## config.mk

```make
export PLATFORM = sky130hd
export DESIGN_NAME = regfile_sb
export DESIGN_NICKNAME = d
export VERILOG_FILES = /design/src/rtl/regfile_sb.sv
export SDC_FILE = /design/constraint.sdc
export NUM_CORES = 2
export LEC_CHECK = 0
export CAP_MARGIN = 20
export CORE_MARGIN = 1.5
export CORE_UTILIZATION = 52
export DETAILED_ROUTE_END_ITERATION = 6
export GPL_TIMING_DRIVEN = 0
export PLACE_DENSITY = 0.75
export SYNTH_ARGS = -nofsm -noshare
export SYNTH_HDL_FRONTEND = slang
export SYNTH_SLANG_ARGS = --single-unit
```

## constraint.sdc

```tcl
create_clock -name clk_i -period 2.4 [get_ports clk_i]
set_input_delay 0.24 -clock clk_i [delete_from_list [all_inputs] [get_ports clk_i]]
set_output_delay 0.24 -clock clk_i [all_outputs]
set_load 0.005 [all_outputs]
```

## src/rtl/regfile_sb.sv

```systemverilog
// rtl/regfile_sb.sv - parametrised register file with per-register busy scoreboard
//
// Purpose: integer register file with NRead asynchronous read ports, NWrite
// write ports, optional same-cycle write-to-read bypass and a busy scoreboard.
// Register 0 reads as zero and is never busy.
//
// Ports:
//   clk_i        clock, all state updates on rising edge
//   rst_ni       asynchronous active-low reset
//   raddr_i      NRead read addresses
//   rdata_o      NRead read data (combinational)
//   rbusy_o      NRead busy flags of addressed registers (combinational)
//   we_i         NWrite write enables
//   waddr_i      NWrite write addresses
//   wdata_i      NWrite write data
//   rsv_valid_i  reserve request, sets busy[rsv_addr_i]
//   rsv_addr_i   register to reserve
//   flush_i      clear all busy bits
//   busy_o       registered busy vector, bit 0 always 0
module regfile_sb #(
   parameter int XLen        = 32,
   parameter int NReg        = 32,
   parameter int NRead       = 2,
   parameter int NWrite      = 1,
   parameter int WriteBypass = 1,
   localparam int NRegWidth  = $clog2(NReg)
) (
   input  logic                              clk_i,
   input  logic                              rst_ni,
   input  logic [NRead-1:0][NRegWidth-1:0]   raddr_i,
   output logic [NRead-1:0][XLen-1:0]        rdata_o,
   output logic [NRead-1:0]                  rbusy_o,
   input  logic [NWrite-1:0]                 we_i,
   input  logic [NWrite-1:0][NRegWidth-1:0]  waddr_i,
   input  logic [NWrite-1:0][XLen-1:0]       wdata_i,
   input  logic                              rsv_valid_i,
   input  logic [NRegWidth-1:0]              rsv_addr_i,
   input  logic                              flush_i,
   output logic [NReg-1:0]                   busy_o
);

   logic [XLen-1:0]             regs [NReg-1:1];
   logic [NReg-1:0][XLen-1:0]   rf;
   logic [NReg-1:0]             busy_q;
   logic [NReg-1:0]             busy_d;
   logic [NReg-1:0]             wr_hit;
   logic [NReg-1:0][XLen-1:0]   wr_data;

   // Resolve write ports per register; ascending loop lets the highest port win.
   always_comb begin
      wr_hit  = '0;
      wr_data = '0;
      for (int p = 0; p < NWrite; p++) begin
         if (we_i[p] && waddr_i[p] != '0) begin
            wr_hit[waddr_i[p]]  = 1'b1;
            wr_data[waddr_i[p]] = wdata_i[p];
         end
      end
   end

   always_ff @(posedge clk_i or negedge rst_ni) begin
      if (!rst_ni) begin
         for (int r = 1; r < NReg; r++) begin
            regs[r] <= '0;
         end
      end else begin
         for (int r = 1; r < NReg; r++) begin
            if (wr_hit[r]) begin
               regs[r] <= wr_data[r];
            end
         end
      end
   end

   // Busy priority per bit: flush, then reserve, then write-back clear, then hold.
   always_comb begin
      busy_d = busy_q;
      for (int r = 1; r < NReg; r++) begin
         if (flush_i) begin
            busy_d[r] = 1'b0;
         end else if (rsv_valid_i && rsv_addr_i == NRegWidth'(r)) begin
            busy_d[r] = 1'b1;
         end else if (wr_hit[r]) begin
            busy_d[r] = 1'b0;
         end
      end
      busy_d[0] = 1'b0;
   end

   always_ff @(posedge clk_i or negedge rst_ni) begin
      if (!rst_ni) begin
         busy_q <= '0;
      end else begin
         busy_q <= busy_d;
      end
   end

   assign busy_o = busy_q;

   // Flat view with a constant zero at index 0 so reads need no special case.
   always_comb begin
      rf    = '0;
      for (int r = 1; r < NReg; r++) begin
         rf[r] = regs[r];
      end
   end

   // Bypass is gated by reset so that outputs stay zero while reset is held.
   always_comb begin
      rdata_o = '0;
      rbusy_o = '0;
      for (int q = 0; q < NRead; q++) begin
         rdata_o[q] = rf[raddr_i[q]];
         rbusy_o[q] = busy_q[raddr_i[q]];
         if (WriteBypass != 0 && rst_ni && raddr_i[q] != '0) begin
            for (int p = 0; p < NWrite; p++) begin
               if (we_i[p] && waddr_i[p] == raddr_i[q]) begin
                  rdata_o[q] = wdata_i[p];
                  rbusy_o[q] = 1'b0;
               end
            end
         end
      end
   end

endmodule
```

==> impl_summary.txt <==
----------------------------------------------------
[Cells and area]
  Final instance area ... between 60000 and 70000 sq um
  Ratio of cells with drive above 1 in the final layout ... between 50% and 60%
  Synthesis-to-layout area growth ... 18.8%
  Final Net Count ... between 4000 and 5000
  Fill cell instance count of the final layout ... 7324

[Synthesis]
  Post-synthesis cell count ... around 3700
  Post-Synthesis Mean Instance Area ... 14.6 sq um
  Number of enable-type register cells in the synthesized netlist ... 0
  Leading register cell type out of synthesis ... sky130_fd_sc_hd__dfrtp_1
  FF+latch count, synth ... just over 1000
  Share of the yosys chip area belonging to registers ... 46.9%
  Count of distinct cell types in the synthesized netlist ... between 40 and 50
  Synthesized Nets ... 3801
  Area of the mapped netlist ... 54600 sq um
  Post-synthesis async set-or-reset flop share ... 100%
  Synthesis Warnings ... 0

[Clock tree]
  # clock sinks ... a little over 1000
  Number of buffers created by CTS ... 106
  CTS Root Cell ... sky130_fd_sc_hd__clkbuf_16
  Clock tree buffer depth ... 3
  Clock-pin slew of the registers on the worst-case setup and hold paths ... about 0.070 ns
  Clock tree from TritonCTS ... built
  Clock insertion delay at the later pin of the skew report ... between 0.7 and 0.8 ns
  Hold buffers post-CTS ... 1
  H-Tree Level Count ... 3

[Critical path]
  Maximum net fanout on the critical path ... 2
  Cells traversed along the worst timing path ... mux4_2 -> a22o_4 -> a221oi_4 -> o211ai_1 -> mux2_4 -> buf_6
  Crit end category ... output pin
  Launch point of the critical path ... regs[462]
  Classification of the worst setup path ... flop to output pin
  Endpoint arrival time on the critical path ... approximately 3.0 ns
  Slowest cell on the critical path ... sky130_fd_sc_hd__mux4_2
  Startpoint of the most critical register-to-register path ... regs[466]
  Critical path's largest stage delay ... approximately 0.50 ns
  Crit start category ... flop
  Critical path required time ... 2.16 ns

[STA]
  Clock skew after layout ... 0 ns
  Setup repair after global routing missed its margin ... true
  Relative slew slack ... about 35%
  Final-layout setup total negative slack ... -34.12 ns
  Clock period minus worst slack ... between 3 and 4 ns
  Post-route fraction of the period consumed by the critical path ... 134%
  Min Hold Slack ... -0.433 ns
  Top achievable clock speed ... 312 MHz
  Fin worst setup slack ... -0.806 ns
  Fin. max-slew vios ... 0
  Final hold violations ... ~160
  Slew at the pin closest to its max-slew limit ... between 0.9 and 1 ns
  Number of setup violations in the final report ... between 80 and 90

[Power]
  Flop pwr share ... about 43%
  PwrDens ... 824 nW/um^2
  Share of total power in the clock network ... about a third
  Worst IR drop on VDD ... between 0.5 and 0.6 mV
  Leakage ... 0.0276 uW
  Proportion of total power due to net switching ... between 20 and 30%
  NetSw ... 15900 uW
  Combinational power share ... 24.3%
  Internal power consumption ... roughly 38000 uW

[Floorplan]
  Initial Utilization ... 52.6%
  Die boundary height ... 327 um
  Io pins ... around 160
  Die outline area ... approximately 110000 sq um
  Floorplan row count ... 118
  Core ar. ... 104000 sq um
  Die extent in x ... between 300 and 400 um

[Global route]
  Grt ovf ... 0
  Number of global-route vias before repair ... 39364
  Maximum number of pins on one net before global-route repair ... about 160
  Global-route usage over all layers ... between 30% and 40%
  Global-route wire length before repair ... roughly 280000 um
  Initial antenna violation count ... 6

[Placement]
  Placed wire-length estimate ... 146000 um
  Weighted congestion at the end of routability-driven global placement ... approximately 1
  Worst setup timing slack at the placement stage ... -2.23 ns
  Number of input and output port buffers inserted ... between 100 and 150
  Total cell area at the placement stage ... between 50000 and 60000 sq um

[Job]
  Max capacitance violation total ... 0

[Drt]
  Number of design rule violations left after detail routing ... 2
  DR WL/cell ... approximately 36 um
  DR iter-0 viols ... between 5000 and 6000
  Antenna Violating Nets Remaining ... 0
  1st-pass router iterations ... 7
  Per-cell via count in the routed design ... 7.11
  Total vias in the final route ... between 30000 and 40000
  Total wire length after detailed routing ... 199000 um

[Outcome]
  Run status ... finished with violations
  Violations in the final reports ... design-rule violations, negative hold slack, negative setup slack

[Hold path]
  Class of the tightest hold or removal check ... input port to async pin

----------------------------------------------------
## path summary, 6_finish.rpt
path                               end  slack, ns  cells after the start
min in group clk_i          busy_o[15]       0.05                      3
setup reg to reg             regs[466]       1.18                      4
setup / recovery           rdata_o[46]      -0.81                      6
hold reg to reg               regs[92]       0.50                      2
hold / removal               regs[623]      -0.43                      2
max in group asynchronous     regs[38]       0.72                      5
## logic make-up (layout without fill, tap and decap cells)
kind of cell | after synthesis | after routing | synth area share [%]
AOI/OAI and AO/OA | 472 | 472 | 6.38
other | 1 | 9 | 0.00687
DFF | 1023 | 1023 | 46.9
buffers and inverters | 424 | 856 | 3.37
and+or+nand+nor | 296 | 296 | 2.31
muxes | 1520 | 1520 | 40.9
xor gates and xnor gates | 8 | 8 | 0.128
## cells in the final DEF (no fill, tap or decap), drive strengths merged, types with 10 or more instances in the layout
master         Yosys  routed
a22oi             50      50
nand2            106     106
clkbuf           295     451
buf              117     278
dfrtp           1023    1023
clkdlybuf4s50      0      68
nor2b             11      11
a21oi             14      14
nor2             132     132
a221oi            94      94
o22ai             58      58
o22a              28      28
clkinv             1      24
nand3             10      10
a31oi             29      29
o21ai             89      89
a22o              33      33
mux2            1046    1046
o211ai            60      60
inv               11      15
mux4             466     466
## power groups by stage
stage | clock network [uW] | registers (uW) | logic, uW
6_report | 17400 | 23100 | 13000
4_1_cts | 17300 | 22900 | 12400
5_1_grt | 18000 | 23500 | 13400
2_1_floorplan | 0 | 22300 | 7710
3_3_place_gp | 0 | 23000 | 10700
3_5_place_dp | 0 | 23200 | 11200
## Yosys cell counts (2+ instances only)
cell	number	area, sq um
sky130_fd_sc_hd__inv_1	11	41.3
sky130_fd_sc_hd__clkbuf_1	295	1110
sky130_fd_sc_hd__o221ai_1	2	17.5
sky130_fd_sc_hd__buf_4	10	75.1
sky130_fd_sc_hd__o22ai_1	58	363
sky130_fd_sc_hd__nand2_1	106	398
sky130_fd_sc_hd__nor3b_1	7	52.6
sky130_fd_sc_hd__a221oi_1	79	692
sky130_fd_sc_hd__nor3_1	5	25.0
sky130_fd_sc_hd__buf_2	73	365
sky130_fd_sc_hd__a31oi_1	29	181
sky130_fd_sc_hd__a22oi_1	50	375
sky130_fd_sc_hd__mux2_2	1046	11800
sky130_fd_sc_hd__nand3b_1	5	37.5
sky130_fd_sc_hd__a32oi_1	8	70.1
sky130_fd_sc_hd__nand2b_1	8	50.1
sky130_fd_sc_hd__mux2i_1	8	80.1
sky130_fd_sc_hd__and3_1	5	31.3
sky130_fd_sc_hd__o211ai_1	60	450
sky130_fd_sc_hd__nand3_1	10	50.1
sky130_fd_sc_hd__a211o_1	3	26.3
sky130_fd_sc_hd__dfrtp_1	1023	25600
sky130_fd_sc_hd__buf_6	16	180
sky130_fd_sc_hd__nor2_1	132	495
sky130_fd_sc_hd__a22o_1	33	289
sky130_fd_sc_hd__nor2b_1	11	68.8
sky130_fd_sc_hd__buf_1	18	67.6
sky130_fd_sc_hd__a221oi_2	15	225
sky130_fd_sc_hd__o21ai_0	89	445
sky130_fd_sc_hd__xnor2_1	8	70.1
sky130_fd_sc_hd__mux4_2	466	10500
sky130_fd_sc_hd__o22a_1	28	245
sky130_fd_sc_hd__a21oi_1	14	70.1
## stage by stage
step / total power [uW] / cells / utilization, %
after CTS: 52600 / 5534 / 62.1
after global routing: 54900 / 5559 / 62.5
final: 53500 / 5564 / 62.5
after global placement: 33700 / 5264 / 55.6
after detailed placement: 34300 / 5281 / 56.0
after floorplan: 30000 / 3744 / -
## cell type report
| type | count | area, sq um | area share [%] |
|---|---|---|---|
| diodes | 8 | 20.0 | 0.0309 |
| plain buffers | 409 | 2450 | 3.77 |
| clock buffers | 153 | 3150 | 4.86 |
| clock inverters | 39 | 447 | 0.688 |
| inverters | 12 | 50.0 | 0.0771 |
| multi-input cells | 2297 | 28900 | 44.6 |
| flip-flops and latches | 1023 | 25600 | 39.5 |
| well taps | 1380 | 1730 | 2.66 |
| repair buffers | 243 | 2490 | 3.84 |
## layer usage
| metal | vias up | wire, um | global-route usage [%] |
|---|---|---|---|
| met4 | 2 | 14500 | 22.8 |
| met2 | 2841 | 82800 | 51.5 |
| met3 | 571 | 30900 | 17.5 |
| li1 | 15314 | - | - |
| met1 | 20807 | 70900 | 47.7 |
| met5 | - | 15 | 0 |
## critical path: cells and delay by family, from the launching register on
family	cells	cell delay [ns]
compound gates	3	0.77
buf+inv	1	0.13
flops	1	0.48
mux	2	0.86
## flip-flops by register name, indices dropped and copies added, names as in the netlist
signal,flops
regs,992
busy_o,31
## repair_timing
item | in CTS | in global routing
hold endpoints to repair | 203 | 164
gates resized for setup | 890 | 94
cloned | 3 | 0
setup endpoints to repair | 579 | 337
setup buffers | 60 | 28
pin swaps | 118 | 56
No activity file was read; power rests on OpenSTA's default activity.
